**src/rtl/text_grid_buffer.sv**
```systemverilog
// Character grid with a write cursor, terminal-style control codes, one random read port and fixed tap cells.
// Latency: rd_data, tap_data and the cursor are registered, so each reflects the previous edge (read-before-write).
// Backpressure: wr_ready drops while the grid is being cleared or when clear_req is raised; offered characters then wait.
module text_grid_buffer #(
    parameter int                    DATA_WIDTH = 8,
    parameter int                    ROWS       = 4,
    parameter int                    COLS       = 32,
    parameter int                    TAPS       = 2,
    parameter logic [DATA_WIDTH-1:0] BLANK      = DATA_WIDTH'(8'h20)
) (
    input  logic                       clk,
    input  logic                       reset,
    input  logic                       wr_valid,
    input  logic [DATA_WIDTH-1:0]      wr_data,
    output logic                       wr_ready,
    input  logic                       clear_req,
    input  logic [$clog2(ROWS)-1:0]    rd_row,
    input  logic [$clog2(COLS)-1:0]    rd_col,
    output logic [DATA_WIDTH-1:0]      rd_data,
    output logic [TAPS*DATA_WIDTH-1:0] tap_data,
    output logic [$clog2(ROWS)-1:0]    cur_row,
    output logic [$clog2(COLS)-1:0]    cur_col,
    output logic                       busy
);
    localparam int CELLS = ROWS * COLS;
    localparam int RW    = $clog2(ROWS);
    localparam int CW    = $clog2(COLS);
    localparam int IW    = $clog2(CELLS);

    localparam logic [IW-1:0] LAST_IDX = IW'(CELLS - 1);
    localparam logic [RW-1:0] ROW_LAST = RW'(ROWS - 1);
    localparam logic [CW-1:0] COL_LAST = CW'(COLS - 1);

    localparam logic [7:0] CODE_BS = 8'h08;
    localparam logic [7:0] CODE_LF = 8'h0A;
    localparam logic [7:0] CODE_CR = 8'h0D;

    typedef enum logic {
        S_CLEAR,
        S_IDLE
    } state_t;

    state_t                  state_q, state_d;
    logic [IW-1:0]           sweep_q, sweep_d;
    logic [RW-1:0]           row_q, row_d;
    logic [CW-1:0]           col_q, col_d;
    logic [DATA_WIDTH-1:0]   rd_data_q;
    logic [TAPS*DATA_WIDTH-1:0] tap_q;
    logic [DATA_WIDTH-1:0]   mem_q [CELLS];

    logic                    mem_we;
    logic [IW-1:0]           mem_waddr;
    logic [DATA_WIDTH-1:0]   mem_wdata;

    logic [7:0]              code;
    logic [IW-1:0]           cur_idx;
    logic [RW-1:0]           row_inc;
    logic                    rd_in_range;
    logic [IW-1:0]           rd_idx;

    // Only the low byte selects control behaviour; wider cells still store every bit.
    assign code        = wr_data[7:0];
    assign cur_idx     = IW'(row_q) * IW'(COLS) + IW'(col_q);
    assign row_inc     = (row_q == ROW_LAST) ? '0 : row_q + 1'b1;
    assign rd_in_range = (rd_row <= ROW_LAST) && (rd_col <= COL_LAST);
    assign rd_idx      = IW'(rd_row) * IW'(COLS) + IW'(rd_col);

    assign wr_ready = (state_q == S_IDLE) && !clear_req;
    assign busy     = (state_q == S_CLEAR);
    assign rd_data  = rd_data_q;
    assign tap_data = tap_q;
    assign cur_row  = row_q;
    assign cur_col  = col_q;

    // Next-state logic: sweep blanking in CLEAR, cursor movement and the single cell write in IDLE.
    always_comb begin
        state_d   = state_q;
        sweep_d   = sweep_q;
        row_d     = row_q;
        col_d     = col_q;
        mem_we    = 1'b0;
        mem_waddr = sweep_q;
        mem_wdata = BLANK;
        case (state_q)
            S_CLEAR: begin
                mem_we    = 1'b1;
                mem_waddr = sweep_q;
                if (sweep_q == LAST_IDX) begin
                    state_d = S_IDLE;
                    sweep_d = '0;
                end else begin
                    sweep_d = sweep_q + 1'b1;
                end
            end
            S_IDLE: begin
                if (clear_req) begin
                    state_d = S_CLEAR;
                    sweep_d = '0;
                    row_d   = '0;
                    col_d   = '0;
                end else if (wr_valid) begin
                    case (code)
                        CODE_CR: col_d = '0;
                        CODE_LF: begin
                            col_d = '0;
                            row_d = row_inc;
                        end
                        CODE_BS: begin
                            // At column 0 backspace is a no-op; it never reaches into the previous row.
                            if (col_q != '0) begin
                                col_d     = col_q - 1'b1;
                                mem_we    = 1'b1;
                                mem_waddr = cur_idx - 1'b1;
                            end
                        end
                        default: begin
                            mem_we    = 1'b1;
                            mem_waddr = cur_idx;
                            mem_wdata = wr_data;
                            if (col_q == COL_LAST) begin
                                col_d = '0;
                                row_d = row_inc;
                            end else begin
                                col_d = col_q + 1'b1;
                            end
                        end
                    endcase
                end
            end
            default: state_d = S_CLEAR;
        endcase
    end

    // Control state: reset restarts the blanking sweep from the first cell and homes the cursor.
    always_ff @(posedge clk) begin
        if (reset) begin
            state_q <= S_CLEAR;
            sweep_q <= '0;
            row_q   <= '0;
            col_q   <= '0;
        end else begin
            state_q <= state_d;
            sweep_q <= sweep_d;
            row_q   <= row_d;
            col_q   <= col_d;
        end
    end

    // Cell storage: a write coinciding with reset is dropped.
    always_ff @(posedge clk) begin
        if (mem_we && !reset) begin
            mem_q[mem_waddr] <= mem_wdata;
        end
    end

    // Read port and taps sample the array before this edge's write lands; out-of-range reads give zero.
    always_ff @(posedge clk) begin
        if (reset) begin
            rd_data_q <= '0;
            tap_q     <= '0;
        end else begin
            rd_data_q <= rd_in_range ? mem_q[rd_idx] : '0;
            for (int k = 0; k < TAPS; k++) begin
                tap_q[k*DATA_WIDTH +: DATA_WIDTH] <= mem_q[k];
            end
        end
    end

endmodule

```
**config.mk**
```make
export PLATFORM = sky130hd
export DESIGN_NAME = text_grid_buffer
export DESIGN_NICKNAME = d
export VERILOG_FILES = /design/src/rtl/text_grid_buffer.sv
export SDC_FILE = /design/constraint.sdc
export NUM_CORES = 1
export LEC_CHECK = 0
export CAP_MARGIN = 20
export CORE_AREA = 3 3 416 418
export CTS_BUF_LIST = sky130_fd_sc_hd__clkbuf_8
export DETAILED_ROUTE_END_ITERATION = 16
export DIE_AREA = 0 0 419 421
export PLACE_DENSITY = 0.5
export SLEW_MARGIN = 5
export SYNTH_ARGS = -nofsm -noshare
export SYNTH_HDL_FRONTEND = slang
export SYNTH_SLANG_ARGS = --single-unit
```
**constraint.sdc**
```tcl
create_clock -name clk -period 26.1 [get_ports clk]
set_clock_uncertainty 0.15 [all_clocks]
set_input_delay 3.915 -clock clk [delete_from_list [all_inputs] [get_ports clk]]
set_output_delay 3.915 -clock clk [all_outputs]
set_load 0.005 [all_outputs]
```
==> impl_metrics.yaml, run 1 <==
critical_path:
  slowest_delay_ns: 0.59
  setup.worst_path.start: "clear_req"
  start_kind: "input pin"
  crit_required_ns: 22.03
  r2r-end: "mem_q[52][0]$_DFFE_PP_"
  crit_type: "in -> out"
  crit_end: "wr_ready"
  path_common_cell: "clkdlybuf4s50_1"
  critPathCaptureType: "output port"
  reg2reg_from: "cur_col[0]$_SDFFE_PP0P_"
  reg2reg_slack_ns: 21.03
  cp.arrival_ns: 5.39
  r2r_cells: 8
  cpMaxStageDelayCell: "clkdlybuf4s50_1"
  worstPathCellList: "clkdlybuf4s50_1, nor2_1, clkdlybuf4s50_1"
  cp_max_fo: 7
place:
  gp_congestion: 0.804
  io_buffers: 51
  hpwlAfterDp_mm: 71.7
synthesis:
  synth_cell_types: 68
  yosysTopAreaCell: "edfxtp_1"
  synthFlopType: "edfxtp_1"
  async_flop_share: 0
  synth_edf_count: 1024
  ys_seq_area_frac: 0.744
  synth-warning-count: 0
  postSynthAreaPerCell_sq_um: 18.9
  synthCells: 2246
  synth_top_area_share: 0.726
  ys_seq_elements: 1063
  synth_area_leaders: "edfxtp_1 (73%), mux4_2 (10%), mux2i_1 (3.8%)"
  syn_area_sq_um: 42400
  syn-num-nets: 2270
timing:
  rsz0062_at_grt: "no"
  setup_viol: 0
  drv_slew: 0
  setup-tns-final_ns: 0
  fin_crit_ns: 9.46
  hold_slack_ns: 0.329
  hold_violations: 0
  max_slew_margin: 0.242
  tightest_slew_ns: 1.13
  fmax_mhz: 106
  fin_crit_sh: 0.362
grt:
  grt_antenna_before_repair: 7
  overflow: 0
  grtUsageTotal: 0.132
  grt_max_degree: 100
  grt_pass1_wl_mm: 170
  first_global_vias: 23100
clock_network:
  ctsResizeCount: 0
  cts_tree: "built"
  path_clk_slew_ns: 0.06
  ctsHoldBuffers: 0
  ctsRootBufferMaster: "clkbuf_8"
  clk-insertion-delay-late_ns: 0.83
  cts_made_buffers: 179
  cts_max_level: 4
  cts.sinks: 1063
  cts_setup_buffers: 0
  cts_buffer_depth: 3
final_layout:
  nets: 2491
  syn_to_final_growth_pct: 17.2
  final_layout_size_suffix_gt1_frac: 0.251
drt:
  wirelength_mm: 118
  drc: 0
  vias: 22800
  initialDrtViolationCount: 2078
  drt-vias-per-instance: 4.71
  drtAntennaViolNets: 0
  routedWlPerCell_um: 24.4
  first_pass_iters: 7
pwr:
  ir_drop_v: 0.0000482
  p_seq_frac: 0.551
  swShare: 0.226
  internal-power_mw: 2.60
  p_sw_uw: 759
  p_comb_frac: 0.040
  powerDensity_nw_per_um2: 67.7
  pwr-share-clk: 0.409
  p_leak_nw: 17.7
die:
  ioPinCount: 52
  die_x_um: 419
  start_util: 0.250
  std_cell_rows: 151
  core_sq_um: 169000
  dieArea_sq_um: 176000
  die_h_um: 421
outcome:
  status: "finished clean"
worst_hold_path:
  hp-start: "mem_q[1][1]$_DFFE_PP_"
  hold_class: "reg -> reg"
job:
  max_cap_viol_count: 0
==> worst max-delay path: cells and delay by family <==
kind	cells	cell delay [ns]
and+or+nand+nor	1	0.39
buffers and inverters	2	1.08
==> layout make-up <==
cell class,instances,area [sq um]
clock buffer,195,2680
inverter,10,37.5
antenna,3,7.51
timing repair buffer,188,1520
tap,2218,2780
clock inverter,131,619
fill,16600,120000
multi-input combinational,1025,10500
sequential,1063,31500
==> state kept, by name, summed over array words and instances, names as in the netlist <==
| name | flops |
|---|---|
| cur_col | 5 |
| cur_row | 2 |
| mem_q | 1024 |
| rd_data | 8 |
| state_q | 1 |
| sweep_q | 7 |
| tap_data | 16 |
==> logic make-up after synthesis <==
group / synth area share
simple gates: 0.0504
fa+ha+maj: 0.00148
buf+inv: 0.0154
flops: 0.744
xor+xnor: 0.000620
compound gates: 0.0449
mux: 0.143
==> power groups by stage <==
stage / sequential [mW] / clock [mW] / combinational (mW)
CTS: 1.85 / 1.41 / 0.135
floorplan: 1.88 / 0 / 0.0784
global placement: 1.89 / 0 / 0.135
global route: 1.85 / 1.49 / 0.141
detailed placement: 1.89 / 0 / 0.135
finish: 1.85 / 1.37 / 0.134
==> worst min path at each step <==
stage	cells past startpoint	end	slack, ns
floorplan	1	tap_data[11]$_SDFF_PP0_	0.30
global placement	1	tap_data[4]$_SDFF_PP0_	0.33
detailed placement	1	tap_data[4]$_SDFF_PP0_	0.32
CTS	1	tap_data[9]$_SDFF_PP0_	0.34
global route	1	tap_data[13]$_SDFF_PP0_	0.35
finish	1	tap_data[9]$_SDFF_PP0_	0.33
==> synthesized netlist by cell type, drive strengths merged, types with 6 or more instances <==
| master | number |
|---|---|
| a22oi | 84 |
| nand2 | 52 |
| o21ai | 26 |
| and3 | 10 |
| a221oi | 8 |
| clkbuf | 85 |
| nor2 | 45 |
| a31oi | 6 |
| and2 | 8 |
| dfxtp | 39 |
| nand3 | 38 |
| nor3 | 108 |
| a22o | 11 |
| nand4 | 9 |
| buf | 63 |
| mux2i | 163 |
| edfxtp | 1024 |
| o211ai | 6 |
| o22ai | 7 |
| nor4 | 44 |
| mux2 | 14 |
| nor2b | 25 |
| a21oi | 46 |
| nand2b | 6 |
| inv | 10 |
| or3 | 7 |
| mux4 | 190 |
| o31ai | 8 |
| a211oi | 14 |
==> layout by cell type (no fill, tap or decap), drive strengths merged, types with 14 or more instances in the layout <==
cell,instances
edfxtp,1024
clkbuf,206
mux4,190
mux2i,163
buf,132
nor3,108
a22oi,84
inv,80
clkinv,55
nand2,52
a21oi,46
clkdlybuf4s50,45
nor2,45
nor4,44
dfxtp,39
nand3,38
o21ai,26
nor2b,25
mux2,14
a211oi,14
==> per-stage QoR <==
step,total power [mW],cell area [sq um],setup slack [ns],util,cells
detailed placement,2.02,46200,16.63,0.273,4483
CTS,3.40,49500,16.62,0.292,4809
floorplan,1.96,42400,14.94,-,2246
global placement,2.02,46100,16.65,0.272,4471
finish,3.36,49700,16.64,0.293,4833
global route,3.49,49700,16.48,0.293,4831
==> per-layer routing <==
| layer | wire [um] | part of all wire | vias to the layer above | global-route usage |
|---|---|---|---|---|
| met2 | 56200 | 0.48 | 759 | 0.209 |
| met4 | 2830 | 0.024 | 0 | 0.0403 |
| met3 | 6900 | 0.059 | 177 | 0.0254 |
| met1 | 52000 | 0.44 | 12000 | 0.182 |
| li1 | - | - | 9830 | - |
| met5 | 0 | 0 | - | 0 |
No activity file was read; power rests on OpenSTA's default activity.
==> inputs of run 2 (changes only) <==
- PLACE_DENSITY: 0.5 -> 0.51
- clock period: 26.1 -> 7.7 ns (I/O delays scaled with it)
==> run 2 against run 1 <==
Setup slack got worse by 14 ns. Clock power rose to 3.5 times the previous value. Power rose to 3.4 times the previous value. Count of clock-buffer cells in the layout shrank 13. Largest power group unchanged. Critical path type is now in -> reg.
==> impl_metrics.yaml, run 2 (synthesized netlist as in run 1, its figures left out) <==
outcome:
  status: "finished clean"
critical_path:
  slowest_delay_ns: 0.85
  cpMaxStageDelayCell: "nor3b_1"
  cp_max_fo: 21
  crit_required_ns: 8.01
  crit_type: "in -> reg"
  start_kind: "input pin"
  critPathCaptureType: "flop"
  worst-path-buf-inv: 2
  worstPathCellList: "clkdlybuf4s50_1, nor3b_1, a211oi_1, o21ai_0, mux2i_1, nand2b_2, buf_4, nor4_2"
  crit_family: "simple AND/OR/NAND/NOR gates"
  cp.arrival_ns: 5.55
die:
  die_x_um: 419
  std_cell_rows: 151
  core_sq_um: 169000
  die_h_um: 421
  start_util: 0.250
  ioPinCount: 52
  dieArea_sq_um: 176000
drt:
  routedWlPerCell_um: 24.5
  initialDrtViolationCount: 2097
  drc: 0
  vias: 22700
  first_pass_iters: 5
  wirelength_mm: 118
  drtAntennaViolNets: 0
  drt-vias-per-instance: 4.70
pwr:
  p_leak_nw: 17.7
  design_power_total_mw: 11.5
  powerDensity_nw_per_um2: 230
  ir_drop_v: 0.000148
timing:
  setup_viol: 0
  drv_slew: 0
  fin_ws_ns: 2.46
  hold_slack_ns: 0.344
  setup-tns-final_ns: 0
  fmax_mhz: 191
  max_slew_margin: 0.252
  hold_violations: 0
  tightest_slew_ns: 1.12
  fin_crit_ns: 5.24
  rsz0062_at_grt: "no"
  fin_crit_sh: 0.680
place:
  place_area_sq_um: 46400
  gp_congestion: 0.827
  io_buffers: 51
  dp_slack_ns: 1.64
  hpwlAfterDp_mm: 73.8
final_layout:
  layout_commonest_cell: "edfxtp_1"
  stdcell_area_sq_um: 49800
  largest_reg_flops: 1024
  nets: 2493
  final_layout_size_suffix_gt1_frac: 0.255
  regMostFlops: "mem_q"
  mostFrequentLayoutCells: "edfxtp_1 (1024), mux4_2 (190), clkbuf_8 (183), mux2i_1 (163), buf_4 (128)"
  syn_to_final_growth_pct: 17.5
grt:
  grt_max_degree: 129
  grt_pass1_wl_mm: 171
  grt_antenna_before_repair: 5
  overflow: 0
  grtUsageTotal: 0.133
  first_global_vias: 23200
clock_network:
  ctsHoldBuffers: 0
  cts_max_level: 4
  cts_made_buffers: 173
  cts_setup_buffers: 0
  clk-insertion-delay-late_ns: 0.86
  cts_tree: "built"
  cts.sinks: 1063
  ctsResizeCount: 0
  cts_buffer_depth: 3
  path_clk_slew_ns: 0.06
  ctsRootBufferMaster: "clkbuf_8"
job:
  max_cap_viol_count: 0
worst_hold_path:
  hold_class: "reg -> reg"
==> run 2: changes by cell type in the layout (fill, tap and decap cells not counted), sizes merged <==
cell and change:
clkbuf -18, inv -14, buf +13, clkinv +11
bufinv +6, clkinvlp +2
==> run 2: final cells by class <==
type                    instances  area [sq um]
multi-input cells            1025         10500
inverters                      10          37.5
diodes                          3          7.51
clock buffers                 182          2500
repair buffers                196          1640
clock inverters               136           825
fillers                     16600        120000
well taps                    2218          2780
flip-flops and latches       1063         31500
==> run 2: per-layer routing <==
| layer | part of all wire | vias to the layer above | global-route usage | wire (um) |
|---|---|---|---|---|
| met1 | 0.44 | 11900 | 0.184 | 52400 |
| met3 | 0.060 | 191 | 0.0260 | 7160 |
| met5 | 0.00019 | - | 0 | 23 |
| met4 | 0.029 | 4 | 0.0474 | 3480 |
| li1 | - | 9831 | - | - |
| met2 | 0.47 | 801 | 0.207 | 55300 |
==> run 2: through the flow <==
step | utilization | instances
after floorplan | - | 2246
after global placement | 0.274 | 4499
after detailed placement | 0.274 | 4499
after CTS | 0.293 | 4817
after global routing | 0.294 | 4831
final | 0.294 | 4833
==> run 2: worst paths after layout <==
path | startpoint | endpoint | slack (ns) | depth (start not counted)
setup / recovery | wr_data[0] | mem_q[35][4]$_DFFE_PP_ | 2.46 | 8
hold / removal | mem_q[0][5]$_DFFE_PP_ | tap_data[5]$_SDFF_PP0_ | 0.34 | 1
setup reg to reg | cur_col[0]$_SDFFE_PP0P_ | mem_q[35][4]$_DFFE_PP_ | 2.63 | 9
hold reg to reg | mem_q[0][5]$_DFFE_PP_ | tap_data[5]$_SDFF_PP0_ | 0.34 | 1
==> run 2: worst reg2reg max path, stage by stage, from the launching register on <==
cell and delay, ns:
dfxtp_1 0.40, inv_1 0.15, ha_1 0.28, nor4b_1 0.72, a211oi_1 0.28, o21ai_0 0.46, mux2i_1 0.53, nand2b_2 0.51
buf_4 0.40, nor4_2 0.81
==> run 2: where the power goes <==
group	total (mW)	internal, mW	switching, mW
Clock	4.73	2.47	2.26
Combinational	0.457	0.161	0.296
Sequential	6.27	6.26	0.0116
Total	11.5	8.89	2.57
==> inputs of run 3 (changes only) <==
- PLACE_DENSITY: 0.51 -> 0.5
- clock period: 7.7 -> 5.4 ns (I/O delays scaled with it)
==> run 3 against run 2 <==
Non-clock buffer count increased by 92. Sequential share of layout area decreased by 1.0 points. Sequential cell count unchanged. Global-route usage increased by 0.24 points. Final cell count increased by 2.2%. Worst hold slack got worse by 0.015 ns. Register-to-register slack got worse by 1.8 ns. Die area unchanged. Clock power increased by 40%. First-iteration DRC count increased by 7.9%. Sequential power increased by 43%.
==> impl_metrics.yaml, run 3 (synthesized netlist as in run 1, its figures left out) <==
timing:
  fin_crit_ns: 4.58
  hold_violations: 0
  drv_slew: 0
  fin_crit_sh: 0.848
  setup-tns-final_ns: 0
  setup_viol: 0
  tightest_slew_ns: 1.03
  rsz0062_at_grt: "no"
  max_slew_margin: 0.315
  fin_ws_ns: 0.821
  fmax_mhz: 218
die:
  std_cell_rows: 151
  start_util: 0.250
  die_h_um: 421
  dieArea_sq_um: 176000
  die_x_um: 419
  ioPinCount: 52
  core_sq_um: 169000
clock_network:
  cts_max_level: 4
  cts_tree: "built"
  clk-insertion-delay-late_ns: 0.81
  ctsResizeCount: 0
  ctsHoldBuffers: 0
  path_clk_slew_ns: 0.06
  cts_setup_buffers: 0
  ctsRootBufferMaster: "clkbuf_8"
  cts_buffer_depth: 3
  cts_made_buffers: 182
  cts.sinks: 1063
place:
  io_buffers: 51
  hpwlAfterDp_mm: 76.1
  place_area_sq_um: 47300
  dp_slack_ns: 0.355
  gp_congestion: 0.817
grt:
  grtUsageTotal: 0.135
  grt_pass1_wl_mm: 174
  grt_max_degree: 129
  first_global_vias: 24000
  overflow: 0
  grt_antenna_before_repair: 4
pwr:
  p_leak_nw: 18.3
  swShare: 0.229
  p_comb_frac: 0.042
  ir_drop_v: 0.000225
  internal-power_mw: 12.5
  design_power_total_mw: 16.2
  pwr-share-clk: 0.407
  p_sw_mw: 3.72
  powerDensity_nw_per_um2: 321
  p_seq_frac: 0.551
job:
  max_cap_viol_count: 0
final_layout:
  mostFrequentLayoutCells: "edfxtp_1 (1024), buf_4 (220), mux4_2 (190), clkbuf_8 (186), mux2i_1 (163)"
  largest_reg_flops: 1024
  final-seq-area_sq_um: 31500
  nets: 2594
  fill_cells: 16600
  regMostFlops: "mem_q"
  syn_to_final_growth_pct: 19.5
  stdcell_area_sq_um: 50600
  layout_commonest_cell: "edfxtp_1"
  finish.utilization: 0.299
  multi_input_area_sq_um: 10500
  final_layout_size_suffix_gt1_frac: 0.278
drt:
  drc: 0
  drtAntennaViolNets: 0
  vias: 23200
  routedWlPerCell_um: 24.4
  first_pass_iters: 6
  initialDrtViolationCount: 2263
  drt-vias-per-instance: 4.69
  wirelength_mm: 120
critical_path:
  setup.worst_path.start: "cur_col[0]$_SDFFE_PP0P_"
  cp.arrival_ns: 4.94
  crit_required_ns: 5.76
  reg2reg_slack_ns: 0.82
  reg2reg_from: "cur_col[0]$_SDFFE_PP0P_"
  critPathCaptureType: "flop"
  crit_type: "reg -> reg"
  start_kind: "flop"
  cp_max_fo: 9
worst_hold_path:
  hold_class: "reg -> reg"
  hp-start: "mem_q[0][4]$_DFFE_PP_"
outcome:
  status: "finished clean"
## run 3: changes by cell type in the layout (fill, tap and decap cells not counted), moves of 5 or more
cell / change
inv_1: +18
buf_4: +92
bufinv_16: -5
buf_2: -6
clkinv_2: -5
buf_12: +11
## run 3: layer usage
metal / global-route usage / routed length, um / vias to the layer above
li1: - / - / 10000
met1: 0.184 / 52900 / 12200
met2: 0.214 / 56900 / 765
met3: 0.0283 / 6960 / 184
met4: 0.0458 / 3590 / 0
met5: 0 / 0 / -
## run 3: path summary, 6_finish.rpt
path                                  to  cells past startpoint
setup / recovery  mem_q[76][4]$_DFFE_PP_                      9
hold / removal    tap_data[4]$_SDFF_PP0_                      1
setup reg to reg  mem_q[76][4]$_DFFE_PP_                      9
hold reg to reg   tap_data[4]$_SDFF_PP0_                      1
## run 3: cell type report
class,instances,share of cell area
antenna,3,0.000148
clock buffer,185,0.0503
clock inverter,148,0.0149
inverter,10,0.000741
multi-input combinational,1025,0.207
sequential,1063,0.623
tap,2218,0.0548
timing repair buffer,288,0.0492
## run 3: power groups by stage
stage	clock network, mW	logic (mW)	registers, mW
after CTS	6.83	0.687	8.95
after global routing	7.23	0.715	8.94
after global placement	0	0.684	9.12
after detailed placement	0	0.685	9.12
final	6.61	0.680	8.95
after floorplan	0	0.379	9.11
## run 3: per-stage QoR
| stage | instances | hold WS, ns |
|---|---|---|
| CTS | 4937 | 0.342 |
| finish | 4940 | 0.329 |
| floorplan | 2246 | 0.301 |
| global route | 4939 | 0.364 |
| global placement | 4603 | 0.322 |
| detailed placement | 4604 | 0.328 |
## run 3: critical path: stages (launching register included)
cell      delay, ns
dfxtp_1        0.41
inv_1          0.14
ha_1           0.26
nor4b_1        0.71
or4_1          0.36
o31ai_1        0.11
a311oi_2       0.70
nand2_1        0.67
nor3_2         0.51
buf_4          0.24
